==> src/rtl/rtsnoc_pkg.sv <==
// rtsnoc_pkg: shared RTSNoC field positions, FSM states and bus-width helpers
package rtsnoc_pkg;
  localparam int CMD_WE = 15;
  localparam int CMD_SEL_LSB = 8;
  localparam int CMD_TAG_LSB = 0;
  localparam int STAT_TAG_LSB = 8;
  localparam int STAT_ERR = 2;
  localparam int STAT_TMO = 1;
  localparam int STAT_OK = 0;
  typedef enum logic [3:0] {
    ST_IDLE, ST_RX_ADR_H, ST_RX_ADR_L, ST_RX_DAT_H, ST_RX_DAT_L,
    ST_BUS, ST_TX_STAT, ST_TX_DAT_H, ST_TX_DAT_L
  } state_t;
  function automatic int rtsnoc_hdr(int sx, int sy);
    return 2 * (sx + sy + 3);
  endfunction
  function automatic int rtsnoc_bus_size(int dw, int sx, int sy);
    return dw + rtsnoc_hdr(sx, sy);
  endfunction
  function automatic logic [15:0] stat_flit(logic [7:0] tag, logic err, logic tmo, logic ok);
    logic [15:0] s = '0;
    s[STAT_TAG_LSB +: 8] = tag;
    s[STAT_ERR] = err;
    s[STAT_TMO] = tmo;
    s[STAT_OK] = ok;
    return s;
  endfunction
endpackage

==> src/rtl/rtsnoc_wishbone_master_if.sv <==
// rtsnoc_wishbone_master_if: single 32-bit Wishbone bus between bridge and local slave
interface rtsnoc_wishbone_master_if;
  logic        cyc_o, stb_o, we_o;
  logic [31:0] adr_o;
  logic [3:0]  sel_o;
  logic [31:0] dat_o;
  logic [31:0] dat_i;
  logic        ack_i, err_i;
  modport master (output cyc_o, stb_o, we_o, adr_o, sel_o, dat_o, input dat_i, ack_i, err_i);
  modport slave (input cyc_o, stb_o, we_o, adr_o, sel_o, dat_o, output dat_i, ack_i, err_i);
endinterface

==> src/rtl/rtsnoc_flit_pack.sv <==
// rtsnoc_flit_pack: combinational pack/unpack of {orig, dst, data} NoC flits
module rtsnoc_flit_pack import rtsnoc_pkg::*; #(
  parameter int SX = 1,
  parameter int SY = 1,
  parameter int DW = 16,
  localparam int OW = SX + SY + 3,
  localparam int BW = rtsnoc_bus_size(DW, SX, SY)
) (
  input  logic [OW-1:0] tx_orig,
  input  logic [OW-1:0] tx_dst,
  input  logic [DW-1:0] tx_data,
  output logic [BW-1:0] tx_bus,
  input  logic [BW-1:0] rx_bus,
  output logic [OW-1:0] rx_orig,
  output logic [OW-1:0] rx_dst,
  output logic [DW-1:0] rx_data
);
  assign tx_bus = {tx_orig, tx_dst, tx_data};
  assign {rx_orig, rx_dst, rx_data} = rx_bus;
endmodule

==> src/rtl/rtsnoc_wishbone_master.sv <==
// rtsnoc_wishbone_master: NoC request packets in, single Wishbone cycles out, response packets back
module rtsnoc_wishbone_master import rtsnoc_pkg::*; #(
  parameter int NOC_LOCAL_ADR = 0,
  parameter int NOC_X = 0,
  parameter int NOC_Y = 0,
  parameter int SOC_SIZE_X = 1,
  parameter int SOC_SIZE_Y = 1,
  parameter int NOC_DATA_WIDTH = 16,
  parameter int WB_TIMEOUT = 255,
  localparam int NOC_BUS_SIZE = rtsnoc_bus_size(NOC_DATA_WIDTH, SOC_SIZE_X, SOC_SIZE_Y)
) (
  input  logic                    clk_i,
  input  logic                    rst_i,
  input  logic [NOC_BUS_SIZE-1:0] noc_dout_i,
  input  logic                    noc_nd_i,
  output logic                    noc_rd_o,
  output logic [NOC_BUS_SIZE-1:0] noc_din_o,
  output logic                    noc_wr_o,
  input  logic                    noc_wait_i,
  rtsnoc_wishbone_master_if.master wb
);
  localparam int OW = SOC_SIZE_X + SOC_SIZE_Y + 3;
  localparam logic [OW-1:0] OWN = {NOC_X[SOC_SIZE_X-1:0], NOC_Y[SOC_SIZE_Y-1:0], NOC_LOCAL_ADR[2:0]};
  state_t state, state_nxt;
  logic [OW-1:0] org_r, rx_org, rx_dst_unused;
  logic [15:0] rx_data, tx_data;
  logic [NOC_BUS_SIZE-1:0] tx_bus;
  logic [7:0] tag_r, cnt;
  logic [3:0] sel_r;
  logic [31:0] adr_r, dat_r, rdat_r;
  logic we_r, err_r, tmo_r, ok_r;
  logic take, acc, send, tmo, done;
  rtsnoc_flit_pack #(.SX(SOC_SIZE_X), .SY(SOC_SIZE_Y), .DW(NOC_DATA_WIDTH)) u_pack (
    .tx_orig(OWN), .tx_dst(org_r), .tx_data(tx_data), .tx_bus(tx_bus),
    .rx_bus(noc_dout_i), .rx_orig(rx_org), .rx_dst(rx_dst_unused), .rx_data(rx_data)
  );
  // noc_rd_o doubles as the dead-cycle marker after each consumed flit
  assign take = state inside {ST_IDLE, ST_RX_ADR_H, ST_RX_ADR_L, ST_RX_DAT_H, ST_RX_DAT_L} && noc_nd_i && !noc_rd_o;
  assign acc = take && (state == ST_IDLE || rx_org == org_r);
  assign send = state inside {ST_TX_STAT, ST_TX_DAT_H, ST_TX_DAT_L} && !noc_wait_i && !noc_wr_o;
  assign tmo = cnt == 8'(WB_TIMEOUT - 1);
  assign done = state == ST_BUS && (wb.ack_i || wb.err_i || tmo);
  assign wb.cyc_o = state == ST_BUS;
  assign wb.stb_o = state == ST_BUS;
  assign wb.we_o = state == ST_BUS && we_r;
  assign wb.adr_o = adr_r;
  assign wb.sel_o = sel_r;
  assign wb.dat_o = dat_r;
  always_ff @(posedge clk_i or posedge rst_i)
    if (rst_i) state <= ST_IDLE;
    else state <= state_nxt;
  always_comb begin
    state_nxt = state;
    tx_data = state == ST_TX_STAT ? stat_flit(tag_r, err_r, tmo_r, ok_r) :
              state == ST_TX_DAT_H ? rdat_r[31:16] : rdat_r[15:0];
    case (state)
      ST_IDLE:     if (acc) state_nxt = ST_RX_ADR_H;
      ST_RX_ADR_H: if (acc) state_nxt = ST_RX_ADR_L;
      ST_RX_ADR_L: if (acc) state_nxt = we_r ? ST_RX_DAT_H : ST_BUS;
      ST_RX_DAT_H: if (acc) state_nxt = ST_RX_DAT_L;
      ST_RX_DAT_L: if (acc) state_nxt = ST_BUS;
      ST_BUS:      if (done) state_nxt = ST_TX_STAT;
      ST_TX_STAT:  if (send) state_nxt = we_r ? ST_IDLE : ST_TX_DAT_H;
      ST_TX_DAT_H: if (send) state_nxt = ST_TX_DAT_L;
      ST_TX_DAT_L: if (send) state_nxt = ST_IDLE;
      default:     state_nxt = ST_IDLE;
    endcase
  end
  always_ff @(posedge clk_i or posedge rst_i)
    if (rst_i) begin
      noc_rd_o <= 1'b0;
      noc_wr_o <= 1'b0;
      noc_din_o <= '0;
      cnt <= '0;
      org_r <= '0;
      tag_r <= '0;
      sel_r <= '0;
      we_r <= 1'b0;
      adr_r <= '0;
      dat_r <= '0;
      rdat_r <= '0;
      ok_r <= 1'b0;
      err_r <= 1'b0;
      tmo_r <= 1'b0;
    end else begin
      noc_rd_o <= take;
      noc_wr_o <= send;
      cnt <= state == ST_BUS ? cnt + 8'd1 : 8'd0;
      if (send) noc_din_o <= tx_bus;
      if (acc)
        case (state)
          ST_IDLE: begin
            we_r <= rx_data[CMD_WE];
            sel_r <= rx_data[CMD_SEL_LSB +: 4];
            tag_r <= rx_data[CMD_TAG_LSB +: 8];
            org_r <= rx_org;
          end
          ST_RX_ADR_H: adr_r[31:16] <= rx_data;
          ST_RX_ADR_L: adr_r[15:0] <= rx_data;
          ST_RX_DAT_H: dat_r[31:16] <= rx_data;
          ST_RX_DAT_L: dat_r[15:0] <= rx_data;
          default: ;
        endcase
      // ack wins over err, err over timeout; data is zeroed unless acked
      if (done) begin
        ok_r <= wb.ack_i;
        err_r <= !wb.ack_i && wb.err_i;
        tmo_r <= !wb.ack_i && !wb.err_i;
        rdat_r <= wb.ack_i ? wb.dat_i : 32'd0;
      end
    end
endmodule
==> src/flat_wrapper.sv <==
// flat-port wrapper written by rule: the top's interface ports become plain ports
module rtsnoc_wishbone_master_flat import rtsnoc_pkg::*;
#(
  parameter int NOC_LOCAL_ADR = 0,
  parameter int NOC_X = 0,
  parameter int NOC_Y = 0,
  parameter int SOC_SIZE_X = 1,
  parameter int SOC_SIZE_Y = 1,
  parameter int NOC_DATA_WIDTH = 16,
  parameter int WB_TIMEOUT = 255,
  localparam int NOC_BUS_SIZE = rtsnoc_bus_size(NOC_DATA_WIDTH, SOC_SIZE_X, SOC_SIZE_Y)
)
  (clk_i, rst_i, noc_dout_i, noc_nd_i, noc_rd_o, noc_din_o, noc_wr_o, noc_wait_i, wb_cyc_o, wb_stb_o, wb_we_o, wb_adr_o, wb_sel_o, wb_dat_o, wb_dat_i, wb_ack_i, wb_err_i);
  rtsnoc_wishbone_master_if wb_i ();
  input  logic clk_i;
  input  logic rst_i;
  input  logic [NOC_BUS_SIZE-1:0] noc_dout_i;
  input  logic noc_nd_i;
  output logic noc_rd_o;
  output logic [NOC_BUS_SIZE-1:0] noc_din_o;
  output logic noc_wr_o;
  input  logic noc_wait_i;
  output wire logic [$bits(wb_i.cyc_o)-1:0] wb_cyc_o;
  output wire logic [$bits(wb_i.stb_o)-1:0] wb_stb_o;
  output wire logic [$bits(wb_i.we_o)-1:0] wb_we_o;
  output wire logic [$bits(wb_i.adr_o)-1:0] wb_adr_o;
  output wire logic [$bits(wb_i.sel_o)-1:0] wb_sel_o;
  output wire logic [$bits(wb_i.dat_o)-1:0] wb_dat_o;
  input wire logic [$bits(wb_i.dat_i)-1:0] wb_dat_i;
  input wire logic [$bits(wb_i.ack_i)-1:0] wb_ack_i;
  input wire logic [$bits(wb_i.err_i)-1:0] wb_err_i;
  assign wb_cyc_o = wb_i.cyc_o;
  assign wb_stb_o = wb_i.stb_o;
  assign wb_we_o = wb_i.we_o;
  assign wb_adr_o = wb_i.adr_o;
  assign wb_sel_o = wb_i.sel_o;
  assign wb_dat_o = wb_i.dat_o;
  assign wb_i.dat_i = wb_dat_i;
  assign wb_i.ack_i = wb_ack_i;
  assign wb_i.err_i = wb_err_i;
  rtsnoc_wishbone_master #(.NOC_LOCAL_ADR(NOC_LOCAL_ADR), .NOC_X(NOC_X), .NOC_Y(NOC_Y), .SOC_SIZE_X(SOC_SIZE_X), .SOC_SIZE_Y(SOC_SIZE_Y), .NOC_DATA_WIDTH(NOC_DATA_WIDTH), .WB_TIMEOUT(WB_TIMEOUT)) u_core (.clk_i(clk_i), .rst_i(rst_i), .noc_dout_i(noc_dout_i), .noc_nd_i(noc_nd_i), .noc_rd_o(noc_rd_o), .noc_din_o(noc_din_o), .noc_wr_o(noc_wr_o), .noc_wait_i(noc_wait_i), .wb(wb_i));
endmodule
==> config.mk <==
export PLATFORM = sky130hd
export DESIGN_NAME = rtsnoc_wishbone_master_flat
export DESIGN_NICKNAME = d
export VERILOG_FILES = /design/src/rtl/rtsnoc_pkg.sv /design/src/rtl/rtsnoc_wishbone_master_if.sv /design/src/rtl/rtsnoc_flit_pack.sv /design/src/rtl/rtsnoc_wishbone_master.sv /design/src/flat_wrapper.sv
export SDC_FILE = /design/constraint.sdc
export NUM_CORES = 1
export LEC_CHECK = 0
export BUFFER_PORTS_ARGS = -buffer_cell sky130_fd_sc_hd__buf_4
export CORE_MARGIN = 2
export CORE_UTILIZATION = 57
export CTS_CLUSTER_DIAMETER = 40
export CTS_CLUSTER_SIZE = 16
export DETAILED_ROUTE_END_ITERATION = 7
export PLACE_DENSITY_LB_ADDON = 0.08
export SYNTH_ARGS = -nofsm -noshare
export SYNTH_HDL_FRONTEND = slang
export SYNTH_SLANG_ARGS = --single-unit
export TNS_END_PERCENT = 50
==> constraint.sdc <==
create_clock -name clk_i -period 8.15 [get_ports clk_i]
set_clock_uncertainty 0.1 [all_clocks]
set_input_delay 0.4075 -clock clk_i [delete_from_list [all_inputs] [get_ports clk_i]]
set_output_delay 0.4075 -clock clk_i [all_outputs]
set_load 0.005 [all_outputs]
==> results of run 1 <==
[synthesized netlist by cell type, types with 2 or more instances]
cell        n  area, µm²
a21o_1      2       15.0
a21oi_1    18       90.1
a311oi_1    2       17.5
and3_1      7       43.8
buf_2       2       10.0
buf_4       9       67.6
buf_6       2       22.5
clkbuf_1   19       71.3
clkbuf_8    3       41.3
dfrtp_1   152       3800
ha_1        2       25.0
inv_1       7       26.3
mux2_2     80        901
mux2_4     10        150
mux2i_1    11        110
nand2_1    86        323
nand3_1    36        180
nand4_1     2       12.5
nor2_1     25       93.8
nor2b_1     2       12.5
nor3_1      2       10.0
nor3_2      2       20.0
nor3b_1     2       15.0
o21ai_0    18       90.1
or3_1       2       12.5
xnor2_1     3       26.3
xor2_1      9       78.8
[worst paths after layout]
path	startpoint	endpoint	slack [ns]	cells after the start
max	u_core.state[0]$_DFFE_PP0P_	wb_we_o	4.56	4
min in group clk_i	wb_dat_i[26]	u_core.rdat_r[26]$_DFFE_PP0P_	0.12	3
min reg2reg	u_core.rdat_r[21]$_DFFE_PP0P_	u_core.rdat_r[21]$_DFFE_PP0P_	0.37	2
max in group asynchronous	rst_i	u_core.wb.dat_o[12]$_DFFE_PP0P_	6.50	3
min	rst_i	u_core.wb.adr_o[13]$_DFFE_PP0P_	-0.01	2
max reg2reg	u_core.state[0]$_DFFE_PP0P_	u_core.state[0]$_DFFE_PP0P_	4.74	5
[per-stage QoR]
stage | hold WS (ns) | cell area, µm² | utilization, %
final | -0.0107 | 8190 | 74.9
after global routing | 0.0487 | 8190 | 74.9
after CTS | 0.0213 | 8190 | 74.9
after detailed placement | 0.356 | 7580 | 69.3
after global placement | 0.342 | 7580 | 69.3
after floorplan | 0.331 | 6450 | -
[where the power goes]
group	internal (mW)	switching (mW)
Sequential	1.02	0.195
Combinational	0.477	0.382
Clock	0.512	0.293
Total	2.01	0.870
[state kept, by name, indices dropped and copies added, names as in the netlist, 5 cells and up]
signal / flops
u_core.wb.dat_o: 32
u_core.tag_r: 8
u_core.cnt: 8
u_core.wb.adr_o: 32
u_core.org_r: 5
u_core.noc_din_o: 21
u_core.rdat_r: 32
[critical path: cells and delay by family (launching register included)]
family / cells / cell delay (ns)
flip-flops: 1 / 1.08
AND/OR/NAND/NOR: 2 / 0.80
buffers and inverters: 2 / 0.79
[per-layer routing]
metal | global-route usage [%] | wire [µm] | up-vias | part of all wire, %
met5 | 0 | 0 | - | 0
met4 | 7.50 | 115 | 0 | 0.81
met3 | 7.94 | 909 | 11 | 6.4
met2 | 40.9 | 7200 | 129 | 51
met1 | 31.8 | 6030 | 2297 | 42
li1 | - | - | 2088 | -
[logic make-up after synthesis]
| logic type | synth area share (%) |
|---|---|
| xor+xnor | 1.63 |
| buf+inv | 4.08 |
| fa+ha+maj | 0.389 |
| compound gates | 3.97 |
| simple gates | 12.7 |
| flops | 59.1 |
| mux | 18.1 |
| other cells | 0.0583 |
[layout make-up]
cell class / count / share of cell area (%)
Inverter: 8 / 0.428
Clock inverter: 8 / 1.44
Clock buffer: 24 / 6.01
Sequential cell: 152 / 46.5
Timing Repair Buffer: 157 / 14.4
Tap cell: 140 / 2.14
Multi-Input combinational cell: 341 / 29.1
==> flow_summary_export.csv, run 1 <==
group,metric,value,unit
status,outcome,"complete, but fails checks",
status,violations,"hold timing",
critical_path,cpMaxStageDelayCell,"dfrtp_1",
sta,fin_crit_sh,44.0,%
drt,drt_pass1_iterations,4,
cts,clockBufferDepth,2,
place,dpl.hpwl,9540,µm
sta,period_minus_slack,3.59,ns
worst_hold_path,hold_path.class,"in2async",
critical_path,arrival,3.08,ns
power,powerDensity,352,nW/µm²
power,p_total,2.88,mW
logic_synthesis,netlist_area,6430,µm²
critical_path,cp_cell_sequence,"nand3_1 -> inv_2 -> and2_1 -> buf_4",
final_layout,diodes,0,
drt,vias,4525,
drt,antenna_left,0,
sta,hold_ws,-0.0107,ns
final_layout,fillers,749,
drt,routed_via_density,5.45,
floorplanning,placementRows,38,
grt,overflow,0,
critical_path,cpPeakStageDelay,1.08,ns
final_layout,syn_to_final_growth,27.3,%
sta,worst_pin_slew,1.15,ns
final_layout,final_common_cell,"buf_4",
critical_path,path_max_fanout,37,
floorplanning,start_util,58.8,%
cts,cts_setup_buffers,0,
sta,hold_viol,9,
final_layout,register_area,3800,µm²
sta,relSlewSlack,23.3,%
floorplanning,io_pins,163,
power,irDropWorstVdd,214,µV
place,finalWeightedCongestion,0.806,
floorplanning,coreArea,10900,µm²
drt,wl,14300,µm
cts,root_buffer,"clkbuf_16",
critical_path,crit_required,7.64,ns
critical_path,critical_path_class,"reg2out",
critical_path,end_kind,"output port",
place,port_buffers,152,
power,p_leak,4.29,nW
cts,clkSlewWorstSetupHoldPaths,0.06,ns
grt,first_global_vias,4610,
sta,rsz0062_at_grt,"false",
cts,cts_hold_buf,0,
sta,finalSetupViolCount,0,
sta,timing.fmax,279,MHz
floorplanning,die_y,110,µm
final_layout,final_cells,830,
cts,clock-sinks,152,
logic_synthesis,async_flop_share,100,%
drt,drtIter0Drc,238,
floorplanning,fp.dieW,110,µm
cts,cts_buffers,17,
grt,grt_pass1_wl,22900,µm
critical_path,start_kind,"register",
drt,wire_per_inst,17.2,µm
grt,grt_max_degree,78,
final_layout,layout_common_cells,"buf_4, dfrtp_1, nand2_1, mux2_2, nand3_1",
logic_synthesis,avgSynthCellArea,12.1,µm²
cts,post_cts_resized,0,
final_layout,drive_gt1_share,41.4,%
logic_synthesis,synth_warnings,0,
place,dp_cells,798,
place,dp_slack,4.69,ns
sta,drv_slew,0,
drt,drc,0,
sta,fin_setup_tns,0,ns
cts,insertion_delay,0.41,ns
logic_synthesis,ys_seq_elements,152,
sta,timing.final.ws_setup,4.56,ns
grt,antenna_found_initial,0,
grt,track_usage,24.9,%
logic_synthesis,synth-main-ff-cell,"dfrtp_1",
run,maxCapViolCount,0,
final_layout,multi_input_area,2380,µm²
cts,cts_tree,"yes",
final_layout,layout.nets,743,
logic_synthesis,netlist_instances,533,
floorplanning,dieArea,12200,µm²
cts,h-tree-depth,4,
logic_synthesis,synth_seq_area_share,59.1,%
logic_synthesis,yosys.cell_types.count,45,
logic_synthesis,synth_edf_count,0,
No activity file was read; power rests on OpenSTA's default activity.
==> inputs of run 2 (changes only) <==
--- a/config.mk
+++ b/config.mk
@@ -7,7 +7,7 @@
 export LEC_CHECK = 0
 export BUFFER_PORTS_ARGS = -buffer_cell sky130_fd_sc_hd__buf_4
 export CORE_MARGIN = 2
-export CORE_UTILIZATION = 57
+export CORE_UTILIZATION = 48
 export CTS_CLUSTER_DIAMETER = 40
 export CTS_CLUSTER_SIZE = 16
 export DETAILED_ROUTE_END_ITERATION = 7
==> constraint.sdc (replaced) <==
create_clock -name clk_i -period 2.9 [get_ports clk_i]
set_clock_uncertainty 0.1 [all_clocks]
set_input_delay 0.145 -clock clk_i [delete_from_list [all_inputs] [get_ports clk_i]]
set_output_delay 0.145 -clock clk_i [all_outputs]
set_load 0.005 [all_outputs]
==> run 2 against run 1 <==
The run now ends clean. Worst hold slack gained 0.059 ns. Cell area rose by 7.9%. Cell count rose by 12%. Sequential cell count unchanged. Sequential power grew to 2.8 times the previous value. Via count rose by 3.9%. Critical path depth increased by 2. Clock power grew to 2.6 times the previous value. Critical path type unchanged. Critical endpoint unchanged. Largest power group unchanged.
==> flow_summary_export.csv, run 2 (synthesis results as in run 1) <==
group,metric,value,unit
status,outcome,"finished, final reports clean",
power,p_leak,4.55,nW
grt,track_usage,22.3,%
cts,insertion_delay,0.41,ns
cts,clockBufferDepth,2,
power,powerDensity,909,nW/µm²
critical_path,cpMostUsedCell,"buf_4",
floorplanning,placementRows,42,
grt,antenna_found_initial,1,
critical_path,path_max_fanout,36,
cts,clock-sinks,152,
power,irDropWorstVdd,463,µV
floorplanning,fp.dieW,120,µm
critical_path,cp_cell_sequence,"nor2b_1 -> nand3_1 -> inv_2 -> buf_4 -> and2_1 -> buf_4",
grt,overflow,0,
drt,antenna_left,0,
sta,period_minus_slack,2.66,ns
sta,drv_slew,0,
critical_path,end_kind,"output port",
cts,h-tree-depth,4,
grt,first_global_vias,4969,
cts,cts_tree,"yes",
critical_path,crit_required,2.65,ns
final_layout,final_common_cell,"buf_4",
grt,grt_max_degree,56,
cts,clkSlewWorstSetupHoldPaths,0.06,ns
sta,fin_setup_tns,0,ns
final_layout,final_cells,929,
critical_path,crit_family,"simple AND/OR/NAND/NOR gates",
floorplanning,die_y,120,µm
critical_path,cpMaxStageDelayCell,"dfrtp_1",
sta,fin_crit_sh,91.6,%
final_layout,syn_to_final_growth,37.3,%
floorplanning,start_util,48.8,%
sta,hold_viol,0,
drt,vias,4702,
final_layout,drive_gt1_share,39.2,%
cts,cts_buffers,17,
drt,drc,0,
place,finalWeightedCongestion,0.800,
run,maxCapViolCount,0,
worst_hold_path,hold_path.class,"in2reg",
critical_path,start_kind,"register",
final_layout,layout.nets,805,
critical_path,path_buf_inv,3,
floorplanning,coreArea,13200,µm²
sta,relSlewSlack,23.2,%
floorplanning,io_pins,163,
drt,routed_via_density,5.06,
cts,root_buffer,"clkbuf_16",
sta,timing.fmax,376,MHz
drt,drt_pass1_iterations,4,
drt,drtIter0Drc,238,
critical_path,arrival,2.41,ns
critical_path,cpPeakStageDelay,0.53,ns
place,dp_cells,841,
drt,wl,15000,µm
grt,grt_pass1_wl,24900,µm
drt,wire_per_inst,16.1,µm
final_layout,fillers,1031,
final_layout,layout_common_cells,"buf_4, dfrtp_1, nand2_1, mux2_2, dlygate4sd3_1",
sta,finalSetupViolCount,0,
critical_path,critical_path_class,"reg2out",
floorplanning,dieArea,14300,µm²
place,dpl.hpwl,9960,µm
place,port_buffers,152,
sta,worst_pin_slew,1.15,ns
sta,rsz0062_at_grt,"false",
## run 2: changes by cell type in the layout (fill, tap and decap cells not counted)
cell           before  now
clkbuf_8            4    6
buf_4             157  162
dlygate4sd3_1       0   55
diode_2             0    1
bufinv_16           3    1
inv_6               1    0
clkinv_2            4    6
clkinvlp_4          1    2
clkbuf_1            3    1
buf_12              0    2
## run 2: area by class of cell
class                   count  area (µm²)  area share (%)
diodes                      1        2.50          0.0283
flip-flops and latches    152        3800            43.1
clock buffers              24         512            5.79
well taps                 176         220            2.49
repair buffers            219        1810            20.5
clock inverters             8        67.6           0.765
inverters                   8        33.8           0.383
multi-input cells         341        2380            27.0
## run 2: report_power, final
group / switching, mW / internal [mW]
Combinational: 1.12 / 1.41
Clock: 0.819 / 1.31
Sequential: 0.499 / 2.88
Total: 2.44 / 5.59
## run 2: tightest hold or removal path, delay by kind of cell
family,cells,cell delay (ns)
AND/OR/NAND/NOR,2,0.16
buffers and inverters,1,0.23
## run 2: metrics by stage
| stage | total power, mW | utilization, % | hold slack (ns) | instance area (µm²) | setup WS [ns] |
|---|---|---|---|---|---|
| detailed placement | 5.89 | 58.4 | 0.282 | 7700 | 0.419 |
| global route | 8.55 | 67.0 | 0.0521 | 8830 | 0.0380 |
| floorplan | 4.78 | - | 0.190 | 6450 | 0.700 |
| CTS | 8.10 | 66.9 | 0.0307 | 8830 | 0.260 |
| finish | 8.03 | 67.0 | 0.0479 | 8830 | 0.242 |
| global placement | 5.78 | 58.4 | 0.276 | 7700 | 0.496 |
## run 2: final timing paths
check	start	endpoint	slack, ns	cells after the start
max	u_core.state[2]$_DFFE_PP0P_	wb_we_o	0.24	6
min	wb_ack_i	u_core.rdat_r[9]$_DFFE_PP0P_	0.05	3
max reg2reg	u_core.state[2]$_DFFE_PP0P_	u_core.err_r$_DFFE_PP0P_	0.39	4
min reg2reg	u_core.rdat_r[29]$_DFFE_PP0P_	u_core.rdat_r[29]$_DFFE_PP0P_	0.36	2
max in group asynchronous	rst_i	u_core.wb.dat_o[20]$_DFFE_PP0P_	1.56	4
min in group asynchronous	rst_i	u_core.noc_din_o[20]$_DFFE_PP0P_	0.39	3
## run 2: repair_timing
action,in CTS,in global routing
hold endpoints to repair,153,0
buffers inserted,0,0
gates resized for setup,0,0
hold buffers,55,0
setup endpoints to repair,0,0
## run 2: metal layers
metal  share of wire (%)  wire [µm]  global-route usage, %
met3                 4.9        737                   6.23
met4                 2.2        325                   8.90
met1                  45       6720                   29.1
met2                  48       7190                   35.4
met5                   0          0                      0
==> inputs of run 3 (changes only) <==
--- a/config.mk
+++ b/config.mk
@@ -11,7 +11,7 @@
 export CTS_CLUSTER_DIAMETER = 40
 export CTS_CLUSTER_SIZE = 16
 export DETAILED_ROUTE_END_ITERATION = 7
-export PLACE_DENSITY_LB_ADDON = 0.08
+export PLACE_DENSITY = 0.83
 export SYNTH_ARGS = -nofsm -noshare
 export SYNTH_HDL_FRONTEND = slang
 export SYNTH_SLANG_ARGS = --single-unit
==> run 3 against run 2 <==
Sequential cell count did not move. Routed wire length rose by 3.0%. Count of clock-buffer cells in the layout rose by 2. Cell area fell by 0.38%. Non-clock buffer count fell by 4. Die area did not move. Core utilization fell by 0.26 points. First-iteration DRC count fell by 0.84%. Largest power group unchanged. Highest routed layer unchanged.
==> flow_summary_export.csv, run 3 (synthesis results as in run 1) <==
group,metric,value,unit
worst_hold_path,hold_depth,3,
sta,worst_pin_slew,1.12,ns
sta,period_minus_slack,2.71,ns
final_layout,layout.nets,801,
final_layout,finalInstanceArea,8800,µm²
place,placed_area,7660,µm²
grt,grt_pass1_wl,24900,µm
final_layout,drive_gt1_share,38.8,%
sta,timing.final.ws_setup,0.195,ns
sta,drv_slew,0,
final_layout,fillers,970,
worst_hold_path,hold_path.class,"in2reg",
grt,overflow,0,
critical_path,crit_required,2.65,ns
sta,finalSetupViolCount,0,
floorplanning,fp.dieW,120,µm
grt,track_usage,22.2,%
status,outcome,"finished, final reports clean",
sta,relSlewSlack,25.1,%
critical_path,start_kind,"register",
drt,drc,0,
place,finalWeightedCongestion,0.773,
critical_path,end_kind,"output port",
grt,antenna_found_initial,0,
floorplanning,start_util,48.8,%
worst_hold_path,worstHoldStart,"wb_ack_i",
worst_hold_path,worstHoldEndpoint,"u_core.rdat_r[27]$_DFFE_PP0P_",
sta,rsz0062_at_grt,"false",
place,dpl.hpwl,9760,µm
power,irDropWorstVdd,519,µV
cts,clockBufferDepth,2,
cts,clock-sinks,152,
drt,antenna_left,0,
floorplanning,io_pins,163,
sta,fin_setup_tns,0,ns
grt,grt_max_degree,153,
sta,timing.fmax,370,MHz
drt,routed_via_density,5.21,
critical_path,critical_path_class,"reg2out",
critical_path,rr_worst_depth,4,
floorplanning,placementRows,42,
final_layout,diodes,0,
floorplanning,die_y,120,µm
cts,root_buffer,"clkbuf_16",
drt,drtIter0Drc,236,
critical_path,arrival,2.46,ns
drt,vias,4814,
floorplanning,dieArea,14300,µm²
cts,cts_setup_buffers,0,
floorplanning,coreArea,13200,µm²
cts,h-tree-depth,4,
sta,fin_crit_sh,93.3,%
drt,wire_per_inst,16.7,µm
power,p_total,8.09,mW
cts,cts_tree,"yes",
run,maxCapViolCount,0,
sta,hold_viol,0,
cts,cts_buffers,17,
grt,first_global_vias,4959,
drt,drt_pass1_iterations,5,
power,powerDensity,919,nW/µm²
cts,clkSlewWorstSetupHoldPaths,0.06,ns
place,port_buffers,152,
final_layout,syn_to_final_growth,36.8,%
power,p_leak,4.53,nW
place,dp_slack,0.455,ns
cts,insertion_delay,0.41,ns
final_layout,layout_common_cells,"buf_4, dfrtp_1, nand2_1, mux2_2, dlygate4sd3_1",
critical_path,regToRegSetupSlack,0.34,ns
critical_path,path_max_fanout,36,
drt,wl,15400,µm
final_layout,final_common_cell,"buf_4",
critical_path,r2r-start,"u_core.state[2]$_DFFE_PP0P_",
critical_path,r2r_end,"u_core.err_r$_DFFE_PP0P_",
## run 3: cell count changes in the layout (fill, tap and decap cells not counted), sizes merged
cell    delta
buf        -4
clkbuf     +2
clkinv     -2
diode      -1
## run 3: power breakdown
part / internal (mW) / leakage [nW] / total (mW) / switching (mW)
registers: 2.88 / 2.01 / 3.40 / 0.522
logic: 1.40 / 2.23 / 2.54 / 1.14
clock network: 1.34 / 0.292 / 2.15 / 0.814
## run 3: per-stage QoR
stage	util (%)	instances	hold WS (ns)
4_1_cts	66.7	924	0.0333
6_report	66.7	924	0.0497
3_3_place_gp	58.0	837	0.278
3_5_place_dp	58.0	837	0.279
2_1_floorplan	-	537	0.190
5_1_grt	66.7	924	0.0512
## run 3: how the worst max path moves through the flow
stage,slack (ns),cells after the start,end,from
after floorplan,0.70,5,u_core.wb.adr_o[16]$_DFFE_PP0P_,u_core.noc_rd_o$_DFF_PP0_
after global placement,0.55,4,u_core.err_r$_DFFE_PP0P_,u_core.state[2]$_DFFE_PP0P_
after detailed placement,0.46,4,u_core.err_r$_DFFE_PP0P_,u_core.state[2]$_DFFE_PP0P_
after CTS,0.20,6,wb_we_o,u_core.state[2]$_DFFE_PP0P_
after global routing,0.05,6,wb_we_o,u_core.state[2]$_DFFE_PP0P_
final,0.19,6,wb_we_o,u_core.state[2]$_DFFE_PP0P_
## run 3: worst max-delay path, cell delays in order (launching register included)
cell	delay, ns
dfrtp_1	0.56
nor2b_1	0.32
nand3_1	0.37
inv_2	0.13
buf_4	0.36
and2_1	0.19
buf_4	0.11
## run 3: per-layer routing
layer | up-vias | routed length (µm) | track usage, %
li1 | 2219 | - | -
met1 | 2410 | 6440 | 27.4
met2 | 160 | 7900 | 37.6
met3 | 25 | 793 | 5.99
met4 | 0 | 296 | 8.24
met5 | - | 0 | 0
## run 3: layout make-up
class	instances	area (µm²)	share of cell area, %
Sequential cell	152	3800	43.2
Multi-Input combinational cell	341	2380	27.1
Timing Repair Buffer	215	1760	20.1
Clock buffer	26	529	6.02
Tap cell	176	220	2.50
Clock inverter	6	61.3	0.697
Inverter	8	33.8	0.384
## run 3: repair_timing
action | 4_1_cts | 5_1_grt
resized for setup | 0 | 0
hold buffers | 55 | 0
endpoints found under the setup margin | 0 | 0
endpoints found under the hold margin | 268 | 0
